==> config.mk <==
export PLATFORM = sky130hd
export DESIGN_NAME = hnf_rxchan_flat
export DESIGN_NICKNAME = d
export VERILOG_FILES = /design/src/rtl/hnf_rxchan_if.sv /design/src/rtl/hnf_rxchan.sv /design/src/flat_wrapper.sv
export SDC_FILE = /design/constraint.sdc
export NUM_CORES = 1
export LEC_CHECK = 0
export CAP_MARGIN = 20
export CORE_UTILIZATION = 60
export DETAILED_ROUTE_END_ITERATION = 10
export PLACE_DENSITY = 0.81
export SLEW_MARGIN = 25
export SYNTH_ARGS = -nofsm -noshare
export SYNTH_HDL_FRONTEND = slang
export SYNTH_SLANG_ARGS = --single-unit
==> constraint.sdc <==
create_clock -name clock -period 19.4 [get_ports clock]
set_clock_uncertainty 0.1 [all_clocks]
set_input_delay 3.88 -clock clock [delete_from_list [all_inputs] [get_ports clock]]
set_output_delay 3.88 -clock clock [all_outputs]
set_load 0.03 [all_outputs]
==> src/rtl/hnf_rxchan_if.sv <==
// hnf_rxchan_if: CHI RX flit channel plus the show-ahead dequeue port of the
// receive channel. The "slave" side is the receiver itself. The "master" side
// is its surroundings: the link partner drives flits, and the downstream
// consumer drives deq_ready.
interface hnf_rxchan_if #(
   parameter int FLIT_W = 128
);
   logic [FLIT_W-1:0] rx_flit;
   logic              rx_flitv;
   logic              rx_flitpend;
   logic              rx_lcrdv;
   logic [FLIT_W-1:0] deq_data;
   logic              deq_valid;
   logic              deq_ready;

   modport master (
      output rx_flit, rx_flitv, rx_flitpend, deq_ready,
      input  rx_lcrdv, deq_data, deq_valid
   );

   modport slave (
      input  rx_flit, rx_flitv, rx_flitpend, deq_ready,
      output rx_lcrdv, deq_data, deq_valid
   );
endinterface

==> src/rtl/hnf_rxchan.sv <==
// hnf_rxchan: generic CHI link-layer receive channel for the HN-F.
// Receives flits against L-credits, runs the link activate/deactivate
// handshake, flags protocol errors, and buffers flits in a show-ahead queue.
// Optional build macro HNF_RXCHAN_TGTCHK_EN: flits whose TgtID differs from
// HN_ID consume their credit, are discarded and set err_tgtid.
//
// state    | meaning
// ---------+-----------------------------------------------------------
// ST_STOP  | link down, link_ack = 0, no credits granted
// ST_RUN   | link up, link_ack = 1, credits granted up to the limits
// ST_DEACT | tearing down, link_ack = 1, no new credits, wait for all
//          | outstanding credits to come back as flits
module hnf_rxchan #(
   parameter int FLIT_W    = 128,
   parameter int DEPTH     = 8,
   parameter int MAX_LCRD  = 15,
   parameter int TGTID_LSB = 4,
   parameter int TGTID_W   = 7,
   parameter int HN_ID     = 0
) (
   input  logic                   clock,
   input  logic                   reset,
   hnf_rxchan_if.slave            rx,
   input  logic                   link_req,
   output logic                   link_ack,
   output logic [$clog2(DEPTH):0] occupancy,
   output logic [3:0]             credits_out,
   output logic                   err_nocrd,
   output logic                   err_tgtid
);

   localparam int PTR_W = $clog2(DEPTH);
   localparam int OCC_W = PTR_W + 1;

   // Elaboration-time parameter guards.
   if (DEPTH < 2 || DEPTH > 64 || (DEPTH & (DEPTH - 1)) != 0) begin : g_bad_depth
      $error("hnf_rxchan: DEPTH must be a power of two in 2..64");
   end
   if (MAX_LCRD < 1 || MAX_LCRD > 15) begin : g_bad_lcrd
      $error("hnf_rxchan: MAX_LCRD must be in 1..15");
   end
   if (TGTID_LSB < 0 || TGTID_W < 1 || TGTID_LSB + TGTID_W > FLIT_W) begin : g_bad_tgt
      $error("hnf_rxchan: TgtID field does not fit in the flit");
   end
   if (HN_ID < 0 || HN_ID >= (1 << TGTID_W)) begin : g_bad_hnid
      $error("hnf_rxchan: HN_ID does not fit in TGTID_W bits");
   end

   typedef enum logic [1:0] {
      ST_STOP  = 2'd0,
      ST_RUN   = 2'd1,
      ST_DEACT = 2'd2
   } state_t;

   state_t            state_q, state_d;
   logic [FLIT_W-1:0] mem [DEPTH];
   logic [PTR_W-1:0]  rd_ptr_q, wr_ptr_q;
   logic [OCC_W-1:0]  occ_q;
   logic [3:0]        cred_q;
   logic              pend_q;
   logic              lcrdv_q, lcrdv_d;
   logic              err_nocrd_q;
   logic              accept, has_cred, consume, push, pop, tgt_bad;
   logic [7:0]        fill_sum, cred_sum;

   // Accept qualification, credit consumption and queue push/pop decode.
   always_comb begin
      accept   = rx.rx_flitv & pend_q;
      has_cred = (cred_q != 4'd0);
      consume  = accept & has_cred;
      push     = consume & ~tgt_bad;
      pop      = rx.deq_ready & (occ_q != '0);
   end

   // State register.
   always_ff @(posedge clock or negedge reset) begin
      if (!reset) state_q <= ST_STOP;
      else        state_q <= state_d;
   end

   // Next state, link_ack and credit-grant decision. The grant counts the
   // credit already on the wire (lcrdv_q) so the sender can never hold more
   // credits than free queue slots.
   always_comb begin
      state_d  = state_q;
      link_ack = 1'b0;
      lcrdv_d  = 1'b0;
      fill_sum = 8'(cred_q) + 8'(lcrdv_q) + 8'(occ_q);
      cred_sum = 8'(cred_q) + 8'(lcrdv_q);
      case (state_q)
         ST_STOP: begin
            if (link_req) state_d = ST_RUN;
         end
         ST_RUN: begin
            link_ack = 1'b1;
            lcrdv_d  = (fill_sum < 8'(DEPTH)) && (cred_sum < 8'(MAX_LCRD));
            if (!link_req) state_d = ST_DEACT;
         end
         ST_DEACT: begin
            link_ack = 1'b1;
            // A grant still on the wire counts as outstanding.
            if (cred_q == 4'd0 && !lcrdv_q) state_d = ST_STOP;
         end
         default: state_d = ST_STOP;
      endcase
   end

   // Credit counter, queue pointers/occupancy, pend register, no-credit error.
   always_ff @(posedge clock or negedge reset) begin
      if (!reset) begin
         pend_q      <= 1'b0;
         lcrdv_q     <= 1'b0;
         cred_q      <= 4'd0;
         occ_q       <= '0;
         rd_ptr_q    <= '0;
         wr_ptr_q    <= '0;
         err_nocrd_q <= 1'b0;
      end else begin
         pend_q  <= rx.rx_flitpend;
         lcrdv_q <= lcrdv_d;
         cred_q  <= cred_q + 4'(lcrdv_q) - 4'(consume);
         if (push) wr_ptr_q <= wr_ptr_q + PTR_W'(1);
         if (pop)  rd_ptr_q <= rd_ptr_q + PTR_W'(1);
         if (push && !pop)      occ_q <= occ_q + OCC_W'(1);
         else if (!push && pop) occ_q <= occ_q - OCC_W'(1);
         if (accept && !has_cred) err_nocrd_q <= 1'b1;
      end
   end

   // Queue storage; contents need no reset because deq_data is masked when empty.
   always_ff @(posedge clock) begin
      if (push) mem[wr_ptr_q] <= rx.rx_flit;
   end

`ifdef HNF_RXCHAN_TGTCHK_EN
   logic err_tgtid_q;

   assign tgt_bad = (rx.rx_flit[TGTID_LSB +: TGTID_W] != TGTID_W'(HN_ID));

   // Sticky TgtID mismatch flag, set only by credited flits.
   always_ff @(posedge clock or negedge reset) begin
      if (!reset)                err_tgtid_q <= 1'b0;
      else if (consume && tgt_bad) err_tgtid_q <= 1'b1;
   end

   assign err_tgtid = err_tgtid_q;
`else
   assign tgt_bad   = 1'b0;
   assign err_tgtid = 1'b0;
`endif

   assign rx.rx_lcrdv  = lcrdv_q;
   assign rx.deq_valid = (occ_q != '0);
   assign rx.deq_data  = (occ_q != '0) ? mem[rd_ptr_q] : '0;
   assign occupancy    = occ_q;
   assign credits_out  = cred_q;
   assign err_nocrd    = err_nocrd_q;

endmodule

==> src/flat_wrapper.sv <==
// flat-port wrapper written by rule: the top's interface ports become plain ports
module hnf_rxchan_flat 
#(
   parameter int FLIT_W    = 128,
   parameter int DEPTH     = 8,
   parameter int MAX_LCRD  = 15,
   parameter int TGTID_LSB = 4,
   parameter int TGTID_W   = 7,
   parameter int HN_ID     = 0
)
  (clock, reset, link_req, link_ack, occupancy, credits_out, err_nocrd, err_tgtid, rx_rx_flit, rx_rx_flitv, rx_rx_flitpend, rx_deq_ready, rx_rx_lcrdv, rx_deq_data, rx_deq_valid);
  hnf_rxchan_if #(.FLIT_W(FLIT_W)) rx_i ();
  input  logic clock;
  input  logic reset;
  input  logic link_req;
  output logic link_ack;
  output logic [$clog2(DEPTH):0] occupancy;
  output logic [3:0] credits_out;
  output logic err_nocrd;
  output logic err_tgtid;
  input wire logic [$bits(rx_i.rx_flit)-1:0] rx_rx_flit;
  input wire logic [$bits(rx_i.rx_flitv)-1:0] rx_rx_flitv;
  input wire logic [$bits(rx_i.rx_flitpend)-1:0] rx_rx_flitpend;
  input wire logic [$bits(rx_i.deq_ready)-1:0] rx_deq_ready;
  output wire logic [$bits(rx_i.rx_lcrdv)-1:0] rx_rx_lcrdv;
  output wire logic [$bits(rx_i.deq_data)-1:0] rx_deq_data;
  output wire logic [$bits(rx_i.deq_valid)-1:0] rx_deq_valid;
  assign rx_i.rx_flit = rx_rx_flit;
  assign rx_i.rx_flitv = rx_rx_flitv;
  assign rx_i.rx_flitpend = rx_rx_flitpend;
  assign rx_i.deq_ready = rx_deq_ready;
  assign rx_rx_lcrdv = rx_i.rx_lcrdv;
  assign rx_deq_data = rx_i.deq_data;
  assign rx_deq_valid = rx_i.deq_valid;
  hnf_rxchan #(.FLIT_W(FLIT_W), .DEPTH(DEPTH), .MAX_LCRD(MAX_LCRD), .TGTID_LSB(TGTID_LSB), .TGTID_W(TGTID_W), .HN_ID(HN_ID)) u_core (.clock(clock), .reset(reset), .rx(rx_i), .link_req(link_req), .link_ack(link_ack), .occupancy(occupancy), .credits_out(credits_out), .err_nocrd(err_nocrd), .err_tgtid(err_tgtid));
endmodule
# == Yosys cells after proc, flatten, opt, wreduce, memory -nomap -nowiden ==
# Memories as Yosys holds them, arrays and structs flattened.
# Cells that the tools add are included.
# op_classes
n_bitwise,3
n_eq_ne,5
n_lt_le_gt_ge,2
mux,11
n_addsub,8
reduce_logical,16
# ops
cell,n
2-to-1 mux 128 bit,1
"less-than comparator 8 x 4 -> 1 bit, second input constant",2
adder 8 x 4 -> 8 bit,1
2-to-1 mux 4 bit,2
nonzero test 4 bit,2
"adder 3 x 1 -> 3 bit, second input constant",2
2-to-1 mux 2 bit,3
case mux 2 bit (3 select lines),1
adder 4 x 1 -> 5 bit,1
logical AND 1 bit,5
adder 4 x 1 -> 4 bit,1
"adder 4 x 1 -> 4 bit, second input constant",1
logical NOT 1 bit,4
logical NOT 4 bit,1
2-to-1 mux 1 bit,4
"inequality test 2 bit, second input constant",2
subtractor 4 x 1 -> 4 bit,1
"subtractor 4 x 1 -> 4 bit, second input constant",1
AND 1 bit,3
AND reduction 3 bit,1
"== test 2 x 1 -> 1 bit, second input constant",1
"== test 2 bit, second input constant",1
logical NOT 2 bit,1
"inequality test 2 x 1 -> 1 bit, second input constant",1
2 further kinds,2
# totals
in_bits,134
word_cells,54
n_memories,1
ram_bits,1024
output_inout_bits,141
reg_bits,19
# mem_list
memory,words,width,read_ports,rd_ports_with_merged_regs,write_ports,line_no,source
u_core.mem,8,128,1,0,1,hnf_rxchan.sv:56,logic [FLIT_W-1:0] mem [DEPTH];

# == Logic depth before layout (Yosys ltp) ==
# Gate-level depths: netlist (run 1).
# depth
word_depth,6
ltp_mapped,10
ltp_nobuf,10

# == Least setup slack after synthesis (run 1) ==
# No wires, ideal clock.
# synth_timing
kind,input port to flip-flop
from,input rx_rx_flitv
to,"memory u_core.mem[1][0], enable pin"
n_path_buf,0
setup_ps,772
t_arrival_ps,12830
slack_ps,5698
required_ps,18528
path_stages,3
cell_sequence,and2_1 -> nand3_1 -> nor3_1
# synth_via
elab_chain_cells,4
# synth_lines
item,line_no,source
start: declaration,flat_wrapper.sv:22,input wire logic [$bits(rx_i.rx_flitv)-1:0] rx_rx_flitv;
AND 1 bit,hnf_rxchan.sv:68,accept = rx.rx_flitv & pend_q;
AND 1 bit,hnf_rxchan.sv:70,consume = accept & has_cred;
2-to-1 mux 1 bit,hnf_rxchan.sv:132,if (push) mem[wr_ptr_q] <= rx.rx_flit;
2-to-1 mux 1 bit (implied by the code),hnf_rxchan.sv:132,
end: declaration,hnf_rxchan.sv:56,
# Every way passes these cells.

# == Final worst setup path (run 1) ==
# layout_timing
from,register u_core.rd_ptr_q[1]
to,output rx_deq_data[100]
# layout_via
elab_chain_cells,2
# layout_lines
item,line_no,source
start: declaration,hnf_rxchan.sv:57,"logic [PTR_W-1:0] rd_ptr_q, wr_ptr_q;"
start signal: assignment,hnf_rxchan.sv:123,if (pop) rd_ptr_q <= rd_ptr_q + PTR_W'(1);
memory read (8 x 128 bit),-,
2-to-1 mux 128 bit,hnf_rxchan.sv:154,assign rx.deq_data = (occ_q != '0) ? mem[rd_ptr_q] : '0;
end: declaration,flat_wrapper.sv:26,output wire logic [$bits(rx_i.deq_data)-1:0] rx_deq_data;
# Every way passes these cells.

==> flow_summary.ini, run 1 <==
[global_routing]
track_usage = 0.249
met1_usage = 0.332
grt_max_degree = 106
grt_pass1_wl_um = 122000
grtUsageMet3 = 0.0469
overflow = 0
grt-busiest-layer = met2
grtUsageMet2 = 0.425
first_global_vias = 19511
grt_antenna_before_repair = 7

[logic_synthesis]
netlist_area_um2 = 39500
synth_edf_count = 1024
yosysWarnings = 0
ys.flop_type = edfxtp_1
yosys-top-cells-area = edfxtp_1, mux4_2, a22o_1
synth_cells = 1622
synth.avg_cell_area_um2 = 24.3
yosys.area.top_type = edfxtp_1
syn_nets = 1779
synth_commonest_cells = edfxtp_1, mux4_2, a22o_1, buf_2, clkbuf_1
synth.most_common_cell = edfxtp_1
yosysTopAreaCellShare = 0.779
yosysUniqueCellTypes = 47
yosys_register_bits = 1043
seq_area_frac_synth = 0.791
synthArstFlopShare = 0.0182

[pwr]
p_sw_mw = 2.38
netSwitchingFraction = 0.325
cellLeakagePower_nw = 14.8
ir_worst_vdd_v = 0.000133
seq_power_share = 0.379
p_int_mw = 4.96
combPwrFrac = 0.359
finalPower_mw = 7.34
clockPowerShare = 0.262
p_per_area_nw_per_um2 = 158

[worst_setup_path]
crit_type = reg -> out
setup.worst_path.start_class = flip-flop
regToRegSetupSlack_ns = 15.72
critPathBufInv = 3
crit_family = buffers and inverters
cpMostUsedCell = buf_4
path_max_fanout = 72
crit_path_max_incr_delay_ns = 1.05
crit_chain = buf_4 > buf_4 > mux4_2 > a22o_1 > clkdlybuf4s50_1
cp.required_ns = 15.42
crit_arrival_ns = 4.98
end_kind = primary output
critPathSlowestCell = dfrtp_4

[sta]
tns_ns = 0
maxSlewHeadroom = 0.302
period_share = 0.462
final.setup.worst_slack_ns = 10.44
drv_slew = 0
rsz0062_at_grt = false
hold_violations = 0
fmaxAchievable_mhz = 112
worst_pin_slew_ns = 1.05
period_needed_ns = 8.96
finalSetupViolCount = 0

[clock_tree]
cts_tree = done
clock_path_buffers = 3
cts_made_buffers = 100
cts_sinks = 1043
clk_pin_slew_ns = 0.06
root_buffer = clkbuf_16
cts_resized = 0
insertion_delay_ns = 0.66
holdBufCountCts = 0
post_cts_buffers = 0
cts_max_level = 3

[drt]
drt-total-wl_um = 81500
drt_iter0_drc = 1799
first_pass_iters = 5
ant_nets = 0
viasPerCell = 6.35
drc = 0
via_count = 18272
routedWlPerCell_um = 28.3

[placed_design]
place_area_um2 = 43100
pre_cts_slack_ns = 11.09
gp_congestion = 0.736
hpwl_um = 42700
port_buffers = 273

[final_layout]
final_core_util = 0.716
drive_gt1_frac = 0.223
nFillCells = 3583
syn_to_final_growth_pct = 17.4
num-nets-final = 2094
design_area_um2 = 46300

[floorplanning]
start_util = 0.610
die_area_um2 = 66800
die_x_um = 259
design.core.area_um2 = 64700
floorplan.rows = 93
dieHeight_um = 259
ios = 275

[hold_path]
hp-class = reg -> reg

[flow_run]
max_cap_violations = 0

[run_status]
status = completed
## cell type report
cell class / count / area [µm²] / share of cell area
Antenna cell: 1 / 2.50 / 0.0000540
Clock buffer: 113 / 2550 / 0.0551
Clock inverter: 74 / 721 / 0.0156
Inverter: 13 / 48.8 / 0.00105
Multi-Input combinational cell: 477 / 7720 / 0.167
Sequential cell: 1043 / 31200 / 0.674
Tap cell: 855 / 1070 / 0.0231
Timing Repair Buffer: 302 / 2980 / 0.0643
## layout by cell type (no fill, tap or decap), types with 6 or more instances in the layout
cell and instances:
buf_4 26, clkdlybuf4s50_1 273, clkbuf_16 100, xnor2_1 8, inv_1 13, nand2_1 8
clkinv_2 22, clkbuf_1 13, dfrtp_1 17, mux4_2 256, nand3_1 6, clkinv_1 28
edfxtp_1 1024, nor2_4 6, a22o_1 128, ha_1 21, bufinv_16 12
## metrics by stage
step	std cells	hold slack [ns]
5_1_grt	2877	0.417
4_1_cts	2877	0.386
3_3_place_gp	2689	0.368
3_5_place_dp	2690	0.361
2_1_floorplan	1622	0.390
6_report	2878	0.380
## worst reg2reg max path: cells and delay by family, from the launching register on
kind	cells	cell delay, ns
buffers and inverters	2	0.95
adder cells (fa/ha/maj)	1	0.22
flip-flops	1	0.46
AND/OR/NAND/NOR	3	1.44
## routing by layer
metal  wire length [µm]  share of wire
met5                103         0.0013
met4               1680          0.021
met3               5610          0.069
met2              43100           0.53
met1              31000           0.38
## final timing paths
check / start / end / cells past startpoint
max: u_core.rd_ptr_q[1] / rx_deq_data[100] / 5
min: u_core.err_nocrd / u_core.err_nocrd / 1
max reg2reg: u_core.credits_out[2] / u_core.mem[3][37] / 6
min reg2reg: u_core.err_nocrd / u_core.err_nocrd / 1
max in group asynchronous: reset / u_core.rd_ptr_q[1] / 1
min in group asynchronous: reset / u_core.err_nocrd / 1
## sequential cells by signal (all words and copies together), names as in the netlist
name                flops
u_core.wr_ptr_q         3
u_core.state_q          2
u_core.credits_out      4
u_core.occupancy        4
u_core.rx.rx_lcrdv      1
u_core.err_nocrd        1
u_core.rd_ptr_q         3
u_core.mem           1024
u_core.pend_q           1
## kinds of logic (layout without fill, tap and decap cells)
family,Yosys count,count (layout),share of synthesized area
AND/OR/NAND/NOR,40,40,0.00590
buffers and inverters,102,502,0.0148
flip-flops,1043,1043,0.791
adder cells (fa/ha/maj),23,23,0.00767
other,1,2,0.0000950
AO/OA/AOI/OAI,142,142,0.0310
XOR/XNOR,10,10,0.00222
multiplexers,261,261,0.147
## power by group through the flow
stage / clock [mW] / combinational [mW] / sequential, mW
floorplan: 0 / 1.80 / 2.82
global placement: 0 / 2.61 / 2.81
detailed placement: 0 / 2.64 / 2.83
CTS: 1.96 / 2.66 / 2.78
global route: 2.04 / 2.77 / 2.80
finish: 1.92 / 2.63 / 2.78
Note: power is estimated with default switching activity, not from simulation.
==> run 2: changes to the inputs <==
--- a/config.mk
+++ b/config.mk
@@ -6,9 +6,9 @@
 export NUM_CORES = 1
 export LEC_CHECK = 0
 export CAP_MARGIN = 20
-export CORE_UTILIZATION = 60
+export CORE_UTILIZATION = 58
 export DETAILED_ROUTE_END_ITERATION = 10
-export PLACE_DENSITY = 0.81
+export PLACE_DENSITY = 0.79
 export SLEW_MARGIN = 25
 export SYNTH_ARGS = -nofsm -noshare
 export SYNTH_HDL_FRONTEND = slang
==> constraint.sdc (replaced) <==
create_clock -name clock -period 9.08 [get_ports clock]
set_clock_uncertainty 0.1 [all_clocks]
set_input_delay 1.816 -clock clock [delete_from_list [all_inputs] [get_ports clock]]
set_output_delay 1.816 -clock clock [all_outputs]
set_load 0.03 [all_outputs]
==> flow_summary.ini, run 2 (synthesis results as in run 1) <==
[run_status]
status = completed

[floorplanning]
start_util = 0.587
dieHeight_um = 263
die_x_um = 263
design.core.area_um2 = 67300
ios = 275
floorplan.rows = 95
die_area_um2 = 69100

[final_layout]
multi_input_area_um2 = 7740
regMostFlops = u_core.mem
largest_reg_flops = 1024
regArea_um2 = 31200
nFillCells = 3924
syn_to_final_growth_pct = 17.7
drive_gt1_frac = 0.218
layout_commonest_cell = edfxtp_1
num-nets-final = 2100
final_cell_mix = edfxtp_1, clkdlybuf4s50_1, mux4_2, a22o_1, clkbuf_16

[sta]
period_share = 0.644
finalSetupViolCount = 0
maxSlewHeadroom = 0.302
drv_slew = 0
fmaxAchievable_mhz = 171
period_needed_ns = 5.85
hold_violations = 0
whs_ns = 0.392
tns_ns = 0
worst_pin_slew_ns = 1.05
rsz0062_at_grt = false

[hold_path]
holdPathStages = 1
hp-class = reg -> reg

[global_routing]
overflow = 0
track_usage = 0.244
grt_max_degree = 115
grt_antenna_before_repair = 14
first_global_vias = 19600
grt_pass1_wl_um = 124000

[drt]
routedWlPerCell_um = 28.8
via_count = 18570
drt_iter0_drc = 1576
drc = 0
first_pass_iters = 5
drt-total-wl_um = 83500
viasPerCell = 6.39
ant_nets = 0

[clock_tree]
cts_resized = 0
holdBufCountCts = 0
clk_pin_slew_ns = 0.06
cts_made_buffers = 101
insertion_delay_ns = 0.65
clock_path_buffers = 3
cts_sinks = 1043
root_buffer = clkbuf_16
cts_max_level = 3
post_cts_buffers = 0
cts_tree = done

[worst_setup_path]
path_max_fanout = 98
crit_type = reg -> out
cp.required_ns = 7.16
regToRegEndpoint = u_core.mem[2][65]
crit_chain = buf_16 > buf_12 > mux4_2 > a22o_1 > clkdlybuf4s50_1
reg2reg_from = u_core.credits_out[2]
critPathBufInv = 3
regToRegSetupSlack_ns = 5.37
crit_family = buffers and inverters
end_kind = primary output
setup.worst_path.start_class = flip-flop
critPathCapture = rx_deq_data[60]
crit_arrival_ns = 3.93
ff2ff_path_depth = 7
crit_path_max_incr_delay_ns = 0.68
startpoint = u_core.rd_ptr_q[0]
critPathSlowestCell = dfrtp_4
worst-path-stages = 5

[flow_run]
max_cap_violations = 0

[pwr]
cellLeakagePower_nw = 14.9
ir_worst_vdd_v = 0.000300
p_per_area_nw_per_um2 = 339

[placed_design]
port_buffers = 273
hpwl_um = 42300
gp_congestion = 0.724
run 2: metal layers:
layer  vias to the layer above  routed length (µm)  GRT usage
li1                       7673                   -          -
met1                     10032               33200      0.334
met2                       704               43000      0.406
met3                       141                5420     0.0469
met4                        20                1700     0.0735
met5                         -                 132          0
run 2: cell type report:
cell class | instances | area share
Clock inverter | 48 | 0.0109
Timing Repair Buffer | 307 | 0.0664
Inverter | 13 | 0.00105
Multi-Input combinational cell | 477 | 0.167
Clock buffer | 137 | 0.0589
Sequential cell | 1043 | 0.672
Antenna cell | 6 | 0.000323
Tap cell | 873 | 0.0235
run 2: where the power goes:
group / switching (mW) / internal (mW) / total, mW / leakage, nW
combinational: 3.21 / 2.53 / 5.74 / 3.82
clock: 1.71 / 2.39 / 4.10 / 1.56
sequential: 0.183 / 5.71 / 5.90 / 9.47
run 2: per-stage QoR:
stage          worst slack [ns]  utilization  cells  cell area [µm²]  total power [mW]
3_5_place_dp               3.64        0.641   2710            43100              11.7
2_1_floorplan             0.876            -   1622            39500              9.85
4_1_cts                    2.95        0.689   2895            46400              15.8
6_report                   3.23        0.690   2904            46500              15.7
5_1_grt                    2.99        0.690   2902            46400              16.3
3_3_place_gp               3.63        0.641   2710            43100              11.7
run 2: worst min path at each step:
| stage | startpoint | to | slack [ns] |
|---|---|---|---|
| 3_3_place_gp | u_core.err_nocrd | u_core.err_nocrd | 0.37 |
| 6_report | u_core.err_nocrd | u_core.err_nocrd | 0.39 |
| 2_1_floorplan | u_core.pend_q | u_core.err_nocrd | 0.39 |
| 4_1_cts | u_core.err_nocrd | u_core.err_nocrd | 0.39 |
| 5_1_grt | u_core.err_nocrd | u_core.err_nocrd | 0.42 |
| 3_5_place_dp | u_core.err_nocrd | u_core.err_nocrd | 0.37 |
